**config.mk**
```make
export PLATFORM = sky130hd
export DESIGN_NAME = cpu_ctrl_fsm_flat
export DESIGN_NICKNAME = d
export VERILOG_FILES = /design/src/rtl/cpu_ctrl_fsm_if.sv /design/src/rtl/cpu_ctrl_fsm.sv /design/src/flat_wrapper.sv
export SDC_FILE = /design/constraint.sdc
export NUM_CORES = 1
export LEC_CHECK = 0
export ABC_AREA = 1
export CORE_UTILIZATION = 45
export CTS_CLUSTER_SIZE = 20
export DETAILED_ROUTE_END_ITERATION = 10
export MAX_ROUTING_LAYER = met4
export PLACE_DENSITY_LB_ADDON = 0.25
export REMOVE_ABC_BUFFERS = 1
export SKIP_LAST_GASP = 1
export SYNTH_ARGS = -nofsm -noshare
export SYNTH_HDL_FRONTEND = slang
export SYNTH_SLANG_ARGS = --single-unit
export TNS_END_PERCENT = 1
```
**constraint.sdc**
```tcl
create_clock -name clk -period 2.4 [get_ports clk]
set_clock_uncertainty 0.15 [all_clocks]
set_input_delay 0.48 -clock clk [delete_from_list [all_inputs] [get_ports clk]]
set_output_delay 0.48 -clock clk [all_outputs]
set_load 0.05 [all_outputs]
```
**src/rtl/cpu_ctrl_fsm_if.sv**
```systemverilog
// Controller-side bus: imem/alu inputs in, pc/regfile/alu control and status out.
// master = controller, slave = datapath/environment.
interface cpu_ctrl_fsm_if #(
    parameter int PC_W   = 16,
    parameter int REG_AW = 3
);
    logic              start;
    logic [15:0]       instr;
    logic              alu_zero;
    logic              alu_carry;
    logic [PC_W-1:0]   pc;
    logic [2:0]        alu_ctrl;
    logic [REG_AW-1:0] rf_rega;
    logic [REG_AW-1:0] rf_regb;
    logic [REG_AW-1:0] rf_wreg;
    logic              rf_we;
    logic              flag_z;
    logic              flag_c;
    logic              busy;
    logic              halted;
    logic              illegal;

    modport master (
        input  start, instr, alu_zero, alu_carry,
        output pc, alu_ctrl, rf_rega, rf_regb, rf_wreg, rf_we,
               flag_z, flag_c, busy, halted, illegal
    );

    modport slave (
        output start, instr, alu_zero, alu_carry,
        input  pc, alu_ctrl, rf_rega, rf_regb, rf_wreg, rf_we,
               flag_z, flag_c, busy, halted, illegal
    );
endinterface

```
**src/rtl/cpu_ctrl_fsm.sv**
```systemverilog
// Four-cycle FETCH/DECODE/EXEC/WB sequencer for the 16-bit CPU with flags,
// conditional branches, HALT and a sticky illegal-opcode indicator.
module cpu_ctrl_fsm #(
    parameter int              PC_W     = 16,
    parameter int              REG_AW   = 3,
    parameter int              OPC_W    = 16 - 3 * REG_AW,
    parameter logic [PC_W-1:0] MAX_PC   = {PC_W{1'b1}},
    parameter logic [OPC_W-1:0] HALT_OPC = {OPC_W{1'b1}}
) (
    input logic            clk,
    input logic            rst_n,
    cpu_ctrl_fsm_if.master bus
);
    localparam int OFF_W = 3 * REG_AW;

    typedef enum logic [2:0] {IDLE, FETCH, DECODE, EXEC, WB, HALT} state_t;

    state_t            state, state_nxt;
    logic [15:0]       ir;
    logic [PC_W-1:0]   pc_q;
    logic [PC_W-1:0]   pc_calc;
    logic [OPC_W-1:0]  opc;
    logic              is_alu, is_bz, is_bc, is_halt, is_ill;
    logic              take, over;
    logic [2:0]        alu_ctrl_q;
    logic              flag_z_q, flag_c_q, illegal_q;

    assign opc     = ir[15 -: OPC_W];
    assign is_alu  = opc < OPC_W'(5);
    assign is_bz   = opc == OPC_W'(5);
    assign is_bc   = opc == OPC_W'(6);
    assign is_halt = opc == HALT_OPC;
    assign is_ill  = !(is_alu || is_bz || is_bc || is_halt);

    // Branch offset is the whole operand field, sign-extended; wrap is legal.
    always_comb begin
        take    = (is_bz && flag_z_q) || (is_bc && flag_c_q);
        pc_calc = take ? pc_q + {{(PC_W-OFF_W){ir[OFF_W-1]}}, ir[OFF_W-1:0]}
                       : pc_q + PC_W'(1);
        over    = pc_calc > MAX_PC;
    end

    always_ff @(posedge clk) begin
        if (!rst_n) state <= IDLE;
        else        state <= state_nxt;
    end

    always_comb begin
        state_nxt = state;
        case (state)
            IDLE:    if (bus.start) state_nxt = FETCH;
            FETCH:   state_nxt = DECODE;
            DECODE:  state_nxt = EXEC;
            EXEC:    state_nxt = WB;
            WB:      state_nxt = (is_halt || over) ? HALT : FETCH;
            HALT:    state_nxt = HALT;
            default: state_nxt = IDLE;
        endcase
    end

    always_ff @(posedge clk) begin
        if (!rst_n) begin
            pc_q       <= '0;
            ir         <= '0;
            alu_ctrl_q <= '0;
            flag_z_q   <= 1'b0;
            flag_c_q   <= 1'b0;
            illegal_q  <= 1'b0;
        end else begin
            case (state)
                IDLE:   if (bus.start) pc_q <= '0;
                FETCH:  ir <= bus.instr;
                DECODE: begin
                    alu_ctrl_q <= is_alu ? opc[2:0] : 3'd0;
                    if (is_ill) illegal_q <= 1'b1;
                end
                EXEC: if (is_alu) begin
                    flag_z_q <= bus.alu_zero;
                    flag_c_q <= bus.alu_carry;
                end
                WB: if (!is_halt) pc_q <= over ? MAX_PC : pc_calc;
                default: ;
            endcase
        end
    end

    // Register addresses come straight from ir, so they hold from DECODE through WB.
    always_comb begin
        bus.pc       = pc_q;
        bus.alu_ctrl = alu_ctrl_q;
        bus.rf_wreg  = ir[3*REG_AW-1 -: REG_AW];
        bus.rf_rega  = ir[2*REG_AW-1 -: REG_AW];
        bus.rf_regb  = ir[REG_AW-1:0];
        bus.rf_we    = (state == WB) && is_alu;
        bus.flag_z   = flag_z_q;
        bus.flag_c   = flag_c_q;
        bus.busy     = (state != IDLE) && (state != HALT);
        bus.halted   = state == HALT;
        bus.illegal  = illegal_q;
    end
endmodule
```
**src/flat_wrapper.sv**
```systemverilog
// flat-port wrapper written by rule: the top's interface ports become plain ports
module cpu_ctrl_fsm_flat 
#(
    parameter int              PC_W     = 16,
    parameter int              REG_AW   = 3,
    parameter int              OPC_W    = 16 - 3 * REG_AW,
    parameter logic [PC_W-1:0] MAX_PC   = {PC_W{1'b1}},
    parameter logic [OPC_W-1:0] HALT_OPC = {OPC_W{1'b1}}
)
  (clk, rst_n, bus_start, bus_instr, bus_alu_zero, bus_alu_carry, bus_pc, bus_alu_ctrl, bus_rf_rega, bus_rf_regb, bus_rf_wreg, bus_rf_we, bus_flag_z, bus_flag_c, bus_busy, bus_halted, bus_illegal);
  cpu_ctrl_fsm_if #(.PC_W(PC_W), .REG_AW(REG_AW)) bus_i ();
  input logic clk;
  input logic rst_n;
  input wire logic [$bits(bus_i.start)-1:0] bus_start;
  input wire logic [$bits(bus_i.instr)-1:0] bus_instr;
  input wire logic [$bits(bus_i.alu_zero)-1:0] bus_alu_zero;
  input wire logic [$bits(bus_i.alu_carry)-1:0] bus_alu_carry;
  output wire logic [$bits(bus_i.pc)-1:0] bus_pc;
  output wire logic [$bits(bus_i.alu_ctrl)-1:0] bus_alu_ctrl;
  output wire logic [$bits(bus_i.rf_rega)-1:0] bus_rf_rega;
  output wire logic [$bits(bus_i.rf_regb)-1:0] bus_rf_regb;
  output wire logic [$bits(bus_i.rf_wreg)-1:0] bus_rf_wreg;
  output wire logic [$bits(bus_i.rf_we)-1:0] bus_rf_we;
  output wire logic [$bits(bus_i.flag_z)-1:0] bus_flag_z;
  output wire logic [$bits(bus_i.flag_c)-1:0] bus_flag_c;
  output wire logic [$bits(bus_i.busy)-1:0] bus_busy;
  output wire logic [$bits(bus_i.halted)-1:0] bus_halted;
  output wire logic [$bits(bus_i.illegal)-1:0] bus_illegal;
  assign bus_i.start = bus_start;
  assign bus_i.instr = bus_instr;
  assign bus_i.alu_zero = bus_alu_zero;
  assign bus_i.alu_carry = bus_alu_carry;
  assign bus_pc = bus_i.pc;
  assign bus_alu_ctrl = bus_i.alu_ctrl;
  assign bus_rf_rega = bus_i.rf_rega;
  assign bus_rf_regb = bus_i.rf_regb;
  assign bus_rf_wreg = bus_i.rf_wreg;
  assign bus_rf_we = bus_i.rf_we;
  assign bus_flag_z = bus_i.flag_z;
  assign bus_flag_c = bus_i.flag_c;
  assign bus_busy = bus_i.busy;
  assign bus_halted = bus_i.halted;
  assign bus_illegal = bus_i.illegal;
  cpu_ctrl_fsm #(.PC_W(PC_W), .REG_AW(REG_AW), .OPC_W(OPC_W), .MAX_PC(MAX_PC), .HALT_OPC(HALT_OPC)) u_core (.clk(clk), .rst_n(rst_n), .bus(bus_i));
endmodule
```
**After elaboration in Yosys (flattened, before gate mapping)**

Index checks and enable logic that the tools add are counted.

- Register bits after elaboration: 41
- Output and inout bits: 34
- Logic and storage cells: 47
- Bits of input ports: 21

- Bitwise logic cells: 1
- Multiplexer cells: 9
- Reductions and logical operators: 15
- Add/subtract/negate cells: 2
- Magnitude comparators: 2
- Equal/unequal tests: 11

Operators with widths:

| cell | number |
|---|---|
| $mux W16 | 4 |
| $pmux W16 S2 | 1 |
| $pmux W3 S6 | 1 |
| $add A16 B1 Y16 const B | 1 |
| $add A16 B16 Y16 | 1 |
| $gt A16 B16 Y1 const B | 1 |
| $eq A7 B3 Y1 const B | 2 |
| $mux W3 | 3 |
| $eq A7 B7 Y1 const B | 1 |
| $lt A7 B3 Y1 const B | 1 |
| $eq A3 B2 Y1 const B | 2 |
| $eq A3 B3 Y1 const B | 2 |
| $logic_or A1 B1 Y1 | 5 |
| $logic_and A1 B1 Y1 | 4 |
| $ne A2 B2 Y1 const B | 2 |
| $reduce_and A2 Y1 | 2 |
| $eq A3 B1 Y1 const B | 1 |
| $logic_not A3 Y1 | 1 |
| $ne A3 B3 Y1 const B | 1 |
| $reduce_and A3 Y1 | 1 |
| $reduce_bool A3 Y1 | 1 |
| $reduce_bool A2 Y1 | 1 |
| $not A1 Y1 | 1 |

**Longest topological paths before layout**

- Word-level depth: 8
- Mapped depth: 19
- Mapped depth without buffers: 19

**Least setup slack after synthesis**

OpenSTA, ideal clock, no wires.

- Kind: flip-flop to flip-flop
- From: register u_core.flag_c_q, in the netlist u_core.bus.flag_c
- To: register u_core.pc_q[14], in the netlist u_core.bus.pc[14]
- Arrival: 2467 ps
- Required time: 2132 ps
- Clock period less this slack: 2735 ps
- Cell stages (with the launch flop): 17
- Setup time: 118 ps
- Path slack: -335 ps
- Cell sequence: dfxtp_1 nand3_2 nand2_4 inv_1 nor2_1 inv_1 fa_1 inv_1 nand4_1 nand3_1 nand3_1 nor2_2 nand2_1 nand3_1 nand2_1 nand3_1 a21oi_1

- Word-level cells in the longest chain between the ends: 7

Ends and longest elaborated chain:

| item | line | text |
|---|---|---|
| from (decl) | cpu_ctrl_fsm.sv:26 | `logic flag_z_q, flag_c_q, illegal_q;` |
| from (signal assigned) | cpu_ctrl_fsm.sv:79 | `flag_c_q <= bus.alu_carry;` |
| $logic_and A1 B1 Y1 (*) | cpu_ctrl_fsm.sv:37 | `take = (is_bz && flag_z_q) \|\| (is_bc && flag_c_q);` |
| $logic_or A1 B1 Y1 (*) | cpu_ctrl_fsm.sv:37 |  |
| $mux W16 (*) | cpu_ctrl_fsm.sv:38 | `pc_calc = take ? pc_q + {{(PC_W-OFF_W){ir[OFF_W-1]}}, ir[OFF_W-1:0]}` |
| $gt A16 B16 Y1 | cpu_ctrl_fsm.sv:40 | `over = pc_calc > MAX_PC;` |
| $mux W16 (*) (2 in series) | cpu_ctrl_fsm.sv:81 | `WB: if (!is_halt) pc_q <= over ? MAX_PC : pc_calc;` |
| $pmux W16 S2 (*) | cpu_ctrl_fsm.sv:70 | `case (state)` |
| to (signal assigned) | cpu_ctrl_fsm.sv:81 |  |
| to (decl) | cpu_ctrl_fsm.sv:20 | `logic [PC_W-1:0] pc_q;` |

Mark *: on every way between the ends. The rest lies on a longest branch, timed or not. The select of a mux whose other input is x is not followed.
A chain may end at the register's enable or synchronous reset.

**Worst setup path after layout**

- From: register u_core.ir[13]
- To: register u_core.pc_q[14], in the netlist u_core.bus.pc[14]

- Word-level cells in the longest chain between the ends: 8
- Elaborated cells between the ends (all ways): 13
- Classes of those cells: order compare (1); eq/ne (4); mux (4); reduce/logical (4)

Ends and longest elaborated chain:

| item | line | text |
|---|---|---|
| from (decl) | cpu_ctrl_fsm.sv:19 | `logic [15:0] ir;` |
| from (signal assigned) | cpu_ctrl_fsm.sv:72 | `FETCH: ir <= bus.instr;` |
| $eq A7 B3 Y1 (on tied branches) | cpu_ctrl_fsm.sv:30, cpu_ctrl_fsm.sv:31 |  |
| $logic_and A1 B1 Y1 | cpu_ctrl_fsm.sv:37 |  |
| $logic_or A1 B1 Y1 | cpu_ctrl_fsm.sv:37 |  |
| $mux W16 | cpu_ctrl_fsm.sv:38 |  |
| $gt A16 B16 Y1 | cpu_ctrl_fsm.sv:40 |  |
| $mux W16 (2 in series) | cpu_ctrl_fsm.sv:81 |  |
| $pmux W16 S2 | cpu_ctrl_fsm.sv:70 |  |

Several ways; a longest one is shown, not always the timed one. The select of a mux whose other input is x is not followed.

==> impl_metrics.py <==
metrics = {
    "run_status": {
        "status": "finished, violations left",
        "violations": "negative setup slack",
    },
    "clocking": {
        "clockBufferDepth": 2,
        "clk_root_buffer_cell": "clkbuf_8",
        "cts-buffers-inserted": 5,
        "clk_pin_slew_ns": 0.08,
        "insertion_delay_ns": 0.31,
        "cts_tree": "built",
        "cts.sinks": 41,
        "htreeDepth": 2,
    },
    "critical_path": {
        "reg2reg_depth": 20,
        "cp_max_fo": 5,
        "cpMaxStageDelayCell": "dfxtp_2",
        "cp-start-kind": "flop",
        "arrival_ns": 2.56,
        "worstPathCellList": "inv_2, nand2_2, nor2_4, nand3_2, nand2_4, inv_6, buf_6, nor2_2, ha_4, inv_2, o21ai_2, nand2_1, nand3_2, nand3_4, nor2_4, nand2_2, nand3_2, nand2_1, nand3_1, a21oi_1",
        "r2r_end": "u_core.bus.pc[14]",
        "crit_path_frequent_cell": "nand3_2",
        "timing.critical_path.buf_inv": 4,
        "r2r-start": "u_core.ir[13]",
        "crit_type": "flop to flop",
        "r2r_slack_ns": -0.12,
        "crit_required_ns": 2.44,
        "critical_path.max_stage_delay_ns": 0.33,
        "cpLargestDelayFamily": "simple AND/OR/NAND/NOR gates",
        "end_kind": "flop",
        "critPathLaunch": "u_core.ir[13]",
    },
    "logic_synthesis": {
        "async_flop_share_pct": 0,
        "ys_top_cells_by_count": "nand2_1 (73), a21oi_1 (45), inv_1 (43), dfxtp_1 (41), nand3_1 (31)",
        "yosysWarnings": 0,
        "ys_seq_elements": 41,
        "yosysMostFrequentCell": "nand2_1",
        "syn_area_mm2": 0.002546,
        "synthTopCellsByArea": "dfxtp_1 (32%), nand2_1 (11%), a21oi_1 (8.8%)",
        "yosysTopAreaCell": "dfxtp_1",
        "synthMuxAreaShare_pct": 0,
        "synth_top_family_by_area": "simple AND/OR/NAND/NOR gates",
        "yosys.area_share.adder_pct": 5.700,
        "synthXorXnorAreaFrac_pct": 0.6880,
        "synth_edf_count": 0,
        "yosysSeqAreaShare_pct": 32.24,
        "synthSimpleGateAreaFrac_pct": 31.25,
        "synth_ff_type": "dfxtp_1",
        "synth_top_area_share_pct": 32.24,
        "netlist_instances": 376,
        "avgSynthCellArea_um2": 6.772,
        "synth.distinct_cells": 36,
        "synth_compound_gate_area_share_pct": 18.53,
    },
    "timing": {
        "rsz0062_at_grt": "true",
        "fmax_mhz": 396.3,
        "period_needed_ns": 2.524,
        "final_max_slew_viol_count": 0,
        "hold_violations": 0,
        "final.setup.tns_ns": -0.8870,
        "fin_ws_ns": -0.1236,
        "worstMarginPinSlew_ns": 0.5229,
        "finalSetupViolations": 13,
        "finalCritPeriodShare_pct": 105.1,
        "slew_headroom_pct": 65.03,
        "holdWs_ns": 0.3178,
    },
    "worst_hold_path": {
        "min-delay-start": "u_core.bus.illegal",
        "hold_depth": 2,
        "hold_end": "u_core.bus.illegal",
        "hold_path.class": "flop to flop",
    },
    "power_and_ir_drop": {
        "p_int_mw": 1.217,
        "swShare_pct": 31.35,
        "p_switching_uw": 555.9,
        "seqPwrFrac_pct": 42.3,
        "combPwrFrac_pct": 23.7,
        "leakage_nw": 1.570,
        "p_per_area_mw_per_mm2": 457.7,
        "ir_worst_vdd_mv": 0.3352,
        "fin_total_pwr_mw": 1.773,
        "pwr-share-clk_pct": 33.9,
    },
    "place": {
        "gp_congestion": 0.8828,
        "dp_cells": 523,
        "pre_cts_slack_ns": -0.4117,
        "dp.final_hpwl_um": 5010,
        "port_buffers": 54,
    },
    "routing": {
        "drt_iter0_drc": 235,
        "viasPerCell": 5.302,
        "postRouteAntennaNets": 0,
        "wl_um": 7588,
        "routed-via-count": 2879,
        "drc": 0,
        "first_pass_iters": 4,
        "avgRoutedWirePerCell_um": 13.97,
    },
    "floorplan": {
        "initial_core_util_pct": 46.52,
        "dieArea_mm2": 0.005963,
        "die_h_um": 77.22,
        "ios": 55,
        "core_area_mm2": 0.005473,
        "die_x_um": 77.22,
        "rows": 27,
    },
    "flow_run": {
        "cap_violations": 0,
    },
    "global_routing": {
        "grt_max_degree": 32,
        "grt_overflow": 0,
        "grt_pass1_vias": 2697,
        "antenna_found_initial": 0,
        "grt_pass1_wl_um": 11780,
        "grt.total_usage_pct": 25.21,
    },
    "final_layout": {
        "syn2layout_area_growth_pct": 52.14,
        "nets": 502,
        "stdcell_count": 543,
        "diodes": 0,
        "drive_above_1_share_pct": 31.85,
    },
}
[per-stage QoR]
step                util [%]  cell area, µm²
floorplan                  -            2435
global placement       61.55            3368
detailed placement     61.55            3368
CTS                    68.20            3732
global route           70.78            3874
finish                 70.78            3874
[cell type report]
cell class,count,area [µm²]
flip-flops and latches,41,828.3
fillers,437,1599
multi-input cells,267,1705
repair buffers,106,944.7
well taps,72,90.09
inverters,49,188.9
clock buffers,7,86.33
clock inverters,1,30.03
[cells by family after synthesis]
logic type	Yosys count
AOI/OAI and AO/OA	86
xor gates and xnor gates	2
DFF	41
and+or+nand+nor	168
buffers and inverters	68
adders and majority gates	11
[worst max path at each step]
stage	endpoint	slack, ns	depth (start not counted)
6_report	u_core.bus.pc[14]	-0.12	20
5_1_grt	u_core.bus.pc[11]	-0.28	18
4_1_cts	u_core.bus.pc[13]	-0.09	20
3_5_place_dp	u_core.bus.pc[11]	-0.41	19
3_3_place_gp	u_core.bus.pc[14]	-0.24	19
2_1_floorplan	u_core.bus.pc[14]	-0.36	16
[registers in the layout, indices dropped and copies added, names as in the netlist]
signal and cells:
u_core.state 3, u_core.bus.flag_z 1, u_core.bus.pc 16, u_core.bus.alu_ctrl 3, u_core.bus.illegal 1, u_core.bus.flag_c 1, u_core.ir 16
[routing by layer]
layer  global-route usage [%]  wire length [µm]  vias to the layer above
met5                        -                 0                        -
met4                    10.38               233                        0
met3                    5.119               353                       19
met2                    41.42              3651                       88
met1                    29.87              3350                     1339
li1                         -                 -                     1433
[worst reg2reg max path, cell delays in order (launching register included)]
cell	delay, ns
dfxtp_2	0.33
inv_2	0.05
nand2_2	0.05
nor2_4	0.13
nand3_2	0.12
nand2_4	0.10
inv_6	0.05
buf_6	0.13
nor2_2	0.13
ha_4	0.17
inv_2	0.05
o21ai_2	0.17
nand2_1	0.10
nand3_2	0.13
nand3_4	0.10
nor2_4	0.14
nand2_2	0.07
nand3_2	0.06
nand2_1	0.05
nand3_1	0.06
a21oi_1	0.06
[cells in the final DEF (no fill, tap or decap), drive strengths merged, types with 2 or more instances in the layout]
cell type / count
nand2: 87
buf: 56
clkdlybuf4s50: 50
inv: 48
a21oi: 46
dfxtp: 41
nand3: 34
o21ai: 29
nor2: 29
ha: 10
nand4: 9
clkbuf: 7
nor3: 3
nand3b: 3
a31oi: 3
a21boi: 2
or2: 2
o211ai: 2
[power by group through the flow]
stage | clock network, mW | registers (mW) | logic, mW
after floorplan | 0 | 0.836 | 0.142
after global placement | 0 | 0.760 | 0.380
after global routing | 0.633 | 0.756 | 0.451
after detailed placement | 0 | 0.761 | 0.385
after CTS | 0.598 | 0.751 | 0.411
final | 0.601 | 0.751 | 0.421
[timing repair]
item                                    4_1_cts  5_1_grt
hold buffers                                  0        0
setup buffers                                10        2
pin swaps                                    30       31
gates resized for setup                      53       33
endpoints found under the setup margin       13       13
No activity file was read; power rests on OpenSTA's default activity.
